[src/rtl/multicycle_control_pkg.sv]
// Shared encodings for the multicycle MIPS-subset control unit: opcodes, functs,
// ALU codes, mux selects and FSM state encodings.
package control_defs;

    localparam logic [5:0] OP_R    = 6'h00;
    localparam logic [5:0] OP_LW   = 6'h23;
    localparam logic [5:0] OP_SW   = 6'h2B;
    localparam logic [5:0] OP_BEQ  = 6'h04;
    localparam logic [5:0] OP_ADDI = 6'h08;
    localparam logic [5:0] OP_ANDI = 6'h0C;
    localparam logic [5:0] OP_ORI  = 6'h0D;
    localparam logic [5:0] OP_J    = 6'h02;

    localparam logic [5:0] FN_ADD = 6'h20;
    localparam logic [5:0] FN_SUB = 6'h22;
    localparam logic [5:0] FN_AND = 6'h24;
    localparam logic [5:0] FN_OR  = 6'h25;
    localparam logic [5:0] FN_SLT = 6'h2A;

    typedef enum logic [2:0] {
        ALU_AND = 3'b000,
        ALU_OR  = 3'b001,
        ALU_ADD = 3'b010,
        ALU_SUB = 3'b110,
        ALU_SLT = 3'b111
    } alu_op_e;

    typedef enum logic [1:0] {
        SRCB_REG     = 2'b00,
        SRCB_FOUR    = 2'b01,
        SRCB_IMM     = 2'b10,
        SRCB_IMM_SH2 = 2'b11
    } srcb_e;

    typedef enum logic [1:0] {
        PC_ALU    = 2'b00,
        PC_ALUOUT = 2'b01,
        PC_JUMP   = 2'b10
    } pcsrc_e;

    typedef enum logic [3:0] {
        S_IDLE, S_FETCH, S_DECODE, S_MEMADR, S_MEMRD, S_MEMWB, S_MEMWR,
        S_EXEC_R, S_ALUWB, S_EXEC_I, S_IMMWB, S_BRANCH, S_JUMP
    } state_e;

    // Logical immediates take a zero-extended operand; everything else sign-extends.
    function automatic logic is_zero_ext(input logic [5:0] op);
        return (op == OP_ANDI) || (op == OP_ORI);
    endfunction

endpackage

[src/rtl/multicycle_control_if.sv]
// Control-unit <-> datapath bundle: IR fields and flags in, mux selects and enables out.
interface multicycle_control_if;

    logic [5:0] opcode;
    logic [5:0] funct;
    logic       zero;
    logic       mem_ready;

    logic       mem_req;
    logic       mem_we;
    logic       iord;
    logic       ir_we;
    logic       pc_we;
    logic       reg_we;
    logic       reg_dst;
    logic       mem_to_reg;
    logic       alu_src_a;
    logic [1:0] alu_src_b;
    logic [2:0] alu_ctrl;
    logic [1:0] pc_src;
    logic       ext_sel;
    logic       illegal_op;
    logic       bus_err;
    logic [3:0] state_dbg;

    modport master (
        input  opcode, funct, zero, mem_ready,
        output mem_req, mem_we, iord, ir_we, pc_we, reg_we, reg_dst, mem_to_reg,
               alu_src_a, alu_src_b, alu_ctrl, pc_src, ext_sel, illegal_op,
               bus_err, state_dbg
    );

    modport slave (
        output opcode, funct, zero, mem_ready,
        input  mem_req, mem_we, iord, ir_we, pc_we, reg_we, reg_dst, mem_to_reg,
               alu_src_a, alu_src_b, alu_ctrl, pc_src, ext_sel, illegal_op,
               bus_err, state_dbg
    );

endinterface

[src/rtl/multicycle_control_alu_decoder.sv]
// ALU operation select from the current state and the latched opcode/funct;
// flags an R-type funct that the datapath cannot execute.
module alu_decoder
    import control_defs::*;
(
    input  state_e     state,
    input  logic [5:0] op_q,
    input  logic [5:0] funct_q,
    output alu_op_e    alu_ctrl,
    output logic       funct_illegal
);

    always_comb begin
        // NOTE: every output gets a default first so no path leaves a latch behind.
        alu_ctrl      = ALU_AND;
        funct_illegal = 1'b0;
        unique case (state)
            S_IDLE, S_FETCH, S_DECODE, S_MEMADR: alu_ctrl = ALU_ADD;
            S_BRANCH:                            alu_ctrl = ALU_SUB;
            S_EXEC_R: begin
                unique case (funct_q)
                    FN_ADD:  alu_ctrl = ALU_ADD;
                    FN_SUB:  alu_ctrl = ALU_SUB;
                    FN_AND:  alu_ctrl = ALU_AND;
                    FN_OR:   alu_ctrl = ALU_OR;
                    FN_SLT:  alu_ctrl = ALU_SLT;
                    default: funct_illegal = 1'b1;
                endcase
            end
            // The writeback cycle keeps the execute op so ALUOut-side logic sees a stable code.
            S_EXEC_I, S_IMMWB: begin
                unique case (op_q)
                    OP_ANDI: alu_ctrl = ALU_AND;
                    OP_ORI:  alu_ctrl = ALU_OR;
                    default: alu_ctrl = ALU_ADD;
                endcase
            end
            default: alu_ctrl = ALU_AND;
        endcase
    end

endmodule

[src/rtl/multicycle_control.sv]
// Main control FSM of the multicycle MIPS-subset core with a memory ready
// handshake and a timeout watchdog on every memory-wait state.
module multicycle_control
    import control_defs::*;
#(
    parameter int MEM_TIMEOUT = 15,
    parameter int CNT_W       = 4
) (
    input logic                  clk,
    input logic                  reset_n,
    multicycle_control_if.master bus
);

    localparam logic [CNT_W-1:0] TIMEOUT_CNT = CNT_W'(MEM_TIMEOUT);

    state_e           state_q, state_d;
    logic [CNT_W-1:0] cnt_q;
    logic [5:0]       op_q, funct_q;
    logic             waiting, timeout, zext, funct_illegal;
    alu_op_e          dec_alu;

    alu_decoder u_alu_decoder (
        .state         (state_q),
        .op_q          (op_q),
        .funct_q       (funct_q),
        .alu_ctrl      (dec_alu),
        .funct_illegal (funct_illegal)
    );

    assign waiting = (state_q inside {S_FETCH, S_MEMRD, S_MEMWR}) && !bus.mem_ready;
    assign timeout = waiting && (cnt_q == TIMEOUT_CNT);
    assign zext    = is_zero_ext(op_q);

    // Selects follow the registered state; enables that complete a handshake
    // (ir_we, pc_we, bus_err, illegal_op) also look at same-cycle inputs.
    always_comb begin
        state_d        = state_q;
        bus.mem_req    = 1'b0;
        bus.mem_we     = 1'b0;
        bus.iord       = 1'b0;
        bus.ir_we      = 1'b0;
        bus.pc_we      = 1'b0;
        bus.reg_we     = 1'b0;
        bus.reg_dst    = 1'b0;
        bus.mem_to_reg = 1'b0;
        bus.alu_src_a  = 1'b0;
        bus.alu_src_b  = SRCB_REG;
        bus.alu_ctrl   = dec_alu;
        bus.pc_src     = PC_ALU;
        bus.ext_sel    = 1'b1;
        bus.illegal_op = 1'b0;
        bus.bus_err    = 1'b0;
        bus.state_dbg  = state_q;

        unique case (state_q)
            S_IDLE: state_d = S_FETCH;
            S_FETCH: begin
                bus.mem_req   = !timeout;
                bus.alu_src_b = SRCB_FOUR;
                if (bus.mem_ready) begin
                    bus.ir_we = 1'b1;
                    bus.pc_we = 1'b1;
                    state_d   = S_DECODE;
                end else if (timeout) begin
                    bus.bus_err = 1'b1;
                end
            end
            S_DECODE: begin
                bus.alu_src_b = SRCB_IMM_SH2;
                unique case (bus.opcode)
                    OP_LW, OP_SW:             state_d = S_MEMADR;
                    OP_R:                     state_d = S_EXEC_R;
                    OP_BEQ:                   state_d = S_BRANCH;
                    OP_ADDI, OP_ANDI, OP_ORI: state_d = S_EXEC_I;
                    OP_J:                     state_d = S_JUMP;
                    default: begin
                        bus.illegal_op = 1'b1;
                        state_d        = S_FETCH;
                    end
                endcase
            end
            S_MEMADR: begin
                bus.alu_src_a = 1'b1;
                bus.alu_src_b = SRCB_IMM;
                state_d       = (op_q == OP_LW) ? S_MEMRD : S_MEMWR;
            end
            S_MEMRD, S_MEMWR: begin
                bus.mem_req = !timeout;
                bus.mem_we  = (state_q == S_MEMWR) && !timeout;
                bus.iord    = 1'b1;
                if (bus.mem_ready) begin
                    state_d = (state_q == S_MEMRD) ? S_MEMWB : S_FETCH;
                end else if (timeout) begin
                    bus.bus_err = 1'b1;
                    state_d     = S_FETCH;
                end
            end
            S_MEMWB: begin
                bus.reg_we     = 1'b1;
                bus.mem_to_reg = 1'b1;
                state_d        = S_FETCH;
            end
            S_EXEC_R: begin
                bus.alu_src_a  = 1'b1;
                bus.illegal_op = funct_illegal;
                state_d        = funct_illegal ? S_FETCH : S_ALUWB;
            end
            S_ALUWB: begin
                bus.reg_we  = 1'b1;
                bus.reg_dst = 1'b1;
                state_d     = S_FETCH;
            end
            S_EXEC_I: begin
                bus.alu_src_a = 1'b1;
                bus.alu_src_b = SRCB_IMM;
                bus.ext_sel   = !zext;
                state_d       = S_IMMWB;
            end
            S_IMMWB: begin
                bus.reg_we  = 1'b1;
                bus.ext_sel = !zext;
                state_d     = S_FETCH;
            end
            S_BRANCH: begin
                bus.alu_src_a = 1'b1;
                bus.pc_src    = PC_ALUOUT;
                bus.pc_we     = bus.zero;
                state_d       = S_FETCH;
            end
            S_JUMP: begin
                bus.pc_src = PC_JUMP;
                bus.pc_we  = 1'b1;
                state_d    = S_FETCH;
            end
            default: state_d = S_IDLE;
        endcase
    end

    // NOTE: state is updated with non-blocking assignments so every register
    // samples the pre-edge values regardless of statement order.
    always_ff @(posedge clk or negedge reset_n) begin
        if (!reset_n) begin
            state_q <= S_IDLE;
            cnt_q   <= '0;
            op_q    <= '0;
            funct_q <= '0;
        end else begin
            state_q <= state_d;
            if (state_q == S_DECODE) begin
                op_q    <= bus.opcode;
                funct_q <= bus.funct;
            end
            // A timeout in FETCH loops back into FETCH, so it must clear like a fresh entry.
            if (state_d != state_q || timeout) begin
                cnt_q <= '0;
            end else if (waiting) begin
                cnt_q <= cnt_q + CNT_W'(1);
            end
        end
    end

endmodule
[src/flat_wrapper.sv]
// flat-port wrapper written by rule: the top's interface ports become plain ports
module multicycle_control_flat import control_defs::*;
#(
    parameter int MEM_TIMEOUT = 15,
    parameter int CNT_W       = 4
)
  (clk, reset_n, bus_opcode, bus_funct, bus_zero, bus_mem_ready, bus_mem_req, bus_mem_we, bus_iord, bus_ir_we, bus_pc_we, bus_reg_we, bus_reg_dst, bus_mem_to_reg, bus_alu_src_a, bus_alu_src_b, bus_alu_ctrl, bus_pc_src, bus_ext_sel, bus_illegal_op, bus_bus_err, bus_state_dbg);
  multicycle_control_if bus_i ();
  input logic clk;
  input logic reset_n;
  input wire logic [$bits(bus_i.opcode)-1:0] bus_opcode;
  input wire logic [$bits(bus_i.funct)-1:0] bus_funct;
  input wire logic [$bits(bus_i.zero)-1:0] bus_zero;
  input wire logic [$bits(bus_i.mem_ready)-1:0] bus_mem_ready;
  output wire logic [$bits(bus_i.mem_req)-1:0] bus_mem_req;
  output wire logic [$bits(bus_i.mem_we)-1:0] bus_mem_we;
  output wire logic [$bits(bus_i.iord)-1:0] bus_iord;
  output wire logic [$bits(bus_i.ir_we)-1:0] bus_ir_we;
  output wire logic [$bits(bus_i.pc_we)-1:0] bus_pc_we;
  output wire logic [$bits(bus_i.reg_we)-1:0] bus_reg_we;
  output wire logic [$bits(bus_i.reg_dst)-1:0] bus_reg_dst;
  output wire logic [$bits(bus_i.mem_to_reg)-1:0] bus_mem_to_reg;
  output wire logic [$bits(bus_i.alu_src_a)-1:0] bus_alu_src_a;
  output wire logic [$bits(bus_i.alu_src_b)-1:0] bus_alu_src_b;
  output wire logic [$bits(bus_i.alu_ctrl)-1:0] bus_alu_ctrl;
  output wire logic [$bits(bus_i.pc_src)-1:0] bus_pc_src;
  output wire logic [$bits(bus_i.ext_sel)-1:0] bus_ext_sel;
  output wire logic [$bits(bus_i.illegal_op)-1:0] bus_illegal_op;
  output wire logic [$bits(bus_i.bus_err)-1:0] bus_bus_err;
  output wire logic [$bits(bus_i.state_dbg)-1:0] bus_state_dbg;
  assign bus_i.opcode = bus_opcode;
  assign bus_i.funct = bus_funct;
  assign bus_i.zero = bus_zero;
  assign bus_i.mem_ready = bus_mem_ready;
  assign bus_mem_req = bus_i.mem_req;
  assign bus_mem_we = bus_i.mem_we;
  assign bus_iord = bus_i.iord;
  assign bus_ir_we = bus_i.ir_we;
  assign bus_pc_we = bus_i.pc_we;
  assign bus_reg_we = bus_i.reg_we;
  assign bus_reg_dst = bus_i.reg_dst;
  assign bus_mem_to_reg = bus_i.mem_to_reg;
  assign bus_alu_src_a = bus_i.alu_src_a;
  assign bus_alu_src_b = bus_i.alu_src_b;
  assign bus_alu_ctrl = bus_i.alu_ctrl;
  assign bus_pc_src = bus_i.pc_src;
  assign bus_ext_sel = bus_i.ext_sel;
  assign bus_illegal_op = bus_i.illegal_op;
  assign bus_bus_err = bus_i.bus_err;
  assign bus_state_dbg = bus_i.state_dbg;
  multicycle_control #(.MEM_TIMEOUT(MEM_TIMEOUT), .CNT_W(CNT_W)) u_core (.clk(clk), .reset_n(reset_n), .bus(bus_i));
endmodule
[config.mk]
export PLATFORM = sky130hd
export DESIGN_NAME = multicycle_control_flat
export DESIGN_NICKNAME = d
export VERILOG_FILES = /design/src/rtl/multicycle_control_pkg.sv /design/src/rtl/multicycle_control_if.sv /design/src/rtl/multicycle_control_alu_decoder.sv /design/src/rtl/multicycle_control.sv /design/src/flat_wrapper.sv
export SDC_FILE = /design/constraint.sdc
export NUM_CORES = 1
export LEC_CHECK = 0
export BUFFER_PORTS_ARGS = -buffer_cell sky130_fd_sc_hd__clkbuf_2
export CORE_ASPECT_RATIO = 0.5
export CORE_MARGIN = 2
export CORE_UTILIZATION = 34
export CTS_BUF_LIST = sky130_fd_sc_hd__clkbuf_16
export DETAILED_ROUTE_END_ITERATION = 8
export GPL_ROUTABILITY_DRIVEN = 1
export PLACE_DENSITY_LB_ADDON = 0.2
export SLEW_MARGIN = 20
export SYNTH_ARGS = -nofsm -noshare
export SYNTH_HDL_FRONTEND = slang
export SYNTH_SLANG_ARGS = --single-unit
[constraint.sdc]
create_clock -name clk -period 2.9 [get_ports clk]
set_clock_uncertainty 0.05 [all_clocks]
set_input_delay 0.435 -clock clk [delete_from_list [all_inputs] [get_ports clk]]
set_output_delay 0.435 -clock clk [all_outputs]
set_load 0.02 [all_outputs]
==> Implementation_results.wiki <==
{| class="wikitable"
! Metric !! Value
|-
| Via count of the first global-routing pass || 1,153
|-
| Met2 routed WL || 1600 um
|-
| Portion of the post-synthesis area used by sequential elements || 0.363
|-
| Number of failing setup endpoints in the final timing report || 0
|-
| Worst setup margin || 0.374 ns
|-
| Syn Area/Cell || 9.14 um^2
|-
| Input/output buffers || 38
|-
| Highest ir drop seen on vdd || between 0.0002 and 0.0003 V
|-
| Clock tree sinks || 20
|-
| Startpoint type of the worst setup path || flip-flop
|-
| Number of max-capacitance violations reported || 0
|-
| Clock latency on the worst-skew pair || 0.25 ns
|-
| Final net count || 205
|-
| Initial standard-cell utilization of the core || 0.354
|-
| Synthesized area || roughly 1400 um^2
|-
| Share of total power in sequential cells || 0.310
|-
| I/O pin total || 39
|-
| Setup TNS after final layout || 0 ns
|-
| Vias per inst || 5.26
|-
| Hold-fix buffers, CTS || 0
|-
| Number of unique standard cell types used by synthesis || 46
|-
| Dominant register cell in the synthesized netlist || sky130_fd_sc_hd__dfrtp_1
|-
| Met1 Routed Length || 1610 um
|-
| Pin count of the biggest net entering global routing || 21
|-
| Net switching power figure || 721 uW
|-
| Outcome || complete, no violations
|-
| First-pass GRT wire length || 5520 um
|-
| Number of enable-type register cells in the synthesized netlist || 0
|-
| Cell with the largest stage delay on the worst path || sky130_fd_sc_hd__dfrtp_1
|-
| Number of gates resized after CTS || 0
|-
| Maximum fanout encountered on the critical timing path || 19
|-
| Signal arrival time at the worst endpoint || 2.04 ns
|-
| Post-layout minimum cycle time || roughly 2.5 ns
|-
| Syn Nets || 168
|-
| CP required || 2.41 ns
|-
| Clock power frac || 0.214
|-
| Placer's final routability congestion estimate || just over 0.8
|-
| Maximum root-to-sink buffer count || 2
|-
| Total number of yosys warnings || 0
|-
| Clock Root Buffer || sky130_fd_sc_hd__clkbuf_16
|-
| Unrepaired setup endpoints after global routing || false
|-
| Final Hold Viols || 0
|-
| Total count of max-transition violations in the final report || 0
|-
| Async SR Flop Fraction || 1.00
|-
| Placeable core area || 3900 um^2
|-
| Number of CTS-inserted buffers || 3
|-
| DP Wirelength || 2600 um
|-
| Leakage power || roughly 0.73 nW
|-
| Rows || 16
|-
| Routed len/inst || roughly 14 um
|-
| Number of nets still failing antenna checks after routing || 0
|-
| Power Dens Cells || 1020 nW/um^2
|-
| Number of instances in the synthesized netlist || between 150 and 200
|-
| Max Clk Rate || approximately 400 MHz
|-
| Antenna violations before repair || 0
|-
| TritonCTS clock tree || yes
|-
| Worst-case setup slack after placement || 0.636 ns
|-
| Post-route clock period utilization || 0.871
|-
| First-pass detailed-route iteration total || 4
|-
| Max stage delay on crit path || 0.71 ns
|-
| Switching fraction of total power || 0.410
|-
| Y dimension of the die || between 40 and 50 um
|-
| Layout cell share with drive strength beyond 1 || 0.342
|-
| Startpoint-to-endpoint class of the critical path || reg2out
|-
| Global route total overflow || 0
|-
| Combined global-route utilization of all metal layers || 0.151
|-
| Class of the tightest hold or removal check || in2async
|-
| Area delta synth->final || 24.8%
|-
| Die Width || 94.1 um
|-
| Count of unresolved DRC violations after routing || 0
|-
| CTS H-Tree Depth || 1
|-
| Max transition margin || 0.571
|-
| Postcts setup bufs || 0
|-
| Uppermost signal routing layer after detailed routing || met3
|-
| Die area || 4620 um^2
|-
| CTS clock-pin slew for the worst setup and hold paths || 0.06 ns
|-
| Slew of the pin with the lowest slew margin || 0.643 ns
|-
| Combinational Power Share || 0.477
|-
| Int Pwr || approximately 1.0 mW
|-
| Cell-by-cell listing of the critical path || nor3b_1, o21ai_1, nor2_1, nor3_1, clkbuf_2
|-
| Met3 routed WL || 103 um
|-
| Vias || 1,267
|-
| Detailed-route wire length || 3310 um
|-
| Crit path capture type || output port
|-
| #FFs+latches synth || 20
|-
| DRT iter0 DRCs || 80
|-
| Number of antenna diodes || 0
|}
==> cell usage after synthesis, drive strengths merged, types with 2 or more instances <==
| cell type | n | area share |
|---|---|---|
| o21ai | 12 | 0.044 |
| mux2i | 3 | 0.024 |
| xnor2 | 3 | 0.019 |
| o2111ai | 2 | 0.013 |
| clkbuf | 4 | 0.011 |
| nand2b | 3 | 0.014 |
| o31a | 2 | 0.013 |
| nor3b | 2 | 0.015 |
| inv | 4 | 0.011 |
| nor4bb | 2 | 0.015 |
| or4b | 2 | 0.015 |
| nor3 | 10 | 0.036 |
| a211oi | 2 | 0.015 |
| nor2b | 5 | 0.023 |
| dfrtp | 20 | 0.36 |
| mux2 | 12 | 0.098 |
| nand4 | 2 | 0.0091 |
| nor2 | 16 | 0.044 |
| nand3 | 3 | 0.011 |
| a21oi | 3 | 0.011 |
| nand2 | 12 | 0.033 |
| a31oi | 3 | 0.014 |
| buf | 4 | 0.015 |
| nor4 | 3 | 0.014 |
==> power groups by stage <==
stage / Sequential (mW) / Clock, mW / Combinational, mW
global route: 0.571 / 0.396 / 0.928
CTS: 0.545 / 0.385 / 0.849
global placement: 0.541 / 0 / 0.844
detailed placement: 0.552 / 0 / 0.844
finish: 0.543 / 0.375 / 0.837
floorplan: 0.482 / 0 / 0.677
==> sequential cells by signal, indices dropped and copies added (netlist names) <==
| name | count |
|---|---|
| u_core.bus.state_dbg | 4 |
| u_core.cnt_q | 4 |
| u_core.funct_q | 6 |
| u_core.op_q | 6 |
==> cells by family (layout without fill, tap and decap cells) <==
family          count (synthesis)  in the layout  synth area share
fa+ha+maj                       2              2            0.0163
xor+xnor                        4              4            0.0254
buf+inv                        12             48            0.0363
flops                          20             20             0.363
simple gates                   65             65             0.267
compound gates                 33             33             0.170
mux                            15             15             0.122
==> cell type report <==
cell class | instances | area [um^2]
clock inverter | 1 | 30.0
tap | 54 | 67.6
inverter | 4 | 15.0
multi-input combinational | 119 | 830
fill | 408 | 2180
clock buffer | 3 | 75.1
sequential | 20 | 500
timing repair buffer | 40 | 205
==> per-stage QoR <==
step | hold slack [ns] | util | power, mW | instance area (um^2) | cells
detailed placement | 0.384 | 0.414 | 1.40 | 1620 | 237
global route | 0.125 | 0.441 | 1.89 | 1720 | 241
global placement | 0.385 | 0.414 | 1.39 | 1620 | 237
finish | 0.0939 | 0.441 | 1.76 | 1720 | 241
floorplan | 0.0894 | - | 1.16 | 1380 | 151
CTS | 0.112 | 0.441 | 1.78 | 1720 | 241
==> per-layer routing <==
layer  up-vias  global-route usage
li1        638                   -
met4         0              0.0217
met2        13               0.235
met1       616               0.219
met3         0              0.0340
met5         -                   0
==> placed cells by master (no fill, tap or decap), types with 4 or more instances in the layout <==
cell,n
sky130_fd_sc_hd__clkbuf_2,38
sky130_fd_sc_hd__dfrtp_1,20
sky130_fd_sc_hd__inv_1,4
sky130_fd_sc_hd__mux2_2,12
sky130_fd_sc_hd__nand2_1,12
sky130_fd_sc_hd__nor2_1,16
sky130_fd_sc_hd__nor2b_1,5
sky130_fd_sc_hd__nor3_1,10
sky130_fd_sc_hd__o21ai_0,10
==> worst paths after layout <==
check | startpoint | endpoint | slack, ns | cells after the start
worst max-delay path | u_core.bus.state_dbg[1] | bus_mem_req | 0.37 | 5
worst min-delay path | reset_n | u_core.funct_q[1] | 0.09 | 1
worst max register to register | u_core.bus.state_dbg[1] | u_core.cnt_q[1] | 0.82 | 5
worst min register to register | u_core.funct_q[4] | u_core.funct_q[4] | 0.45 | 1
max in group asynchronous | reset_n | u_core.bus.state_dbg[1] | 2.36 | 1
min in group clk | bus_funct[2] | u_core.funct_q[2] | 0.36 | 2
==> critical path: cells and delay by family, from the launching register on <==
kind / cells / cell delay, ns
AO/OA/AOI/OAI: 1 / 0.39
AND/OR/NAND/NOR: 3 / 0.48
flip-flops: 1 / 0.71
buffers and inverters: 1 / 0.21
No activity file was read; power rests on OpenSTA's default activity.
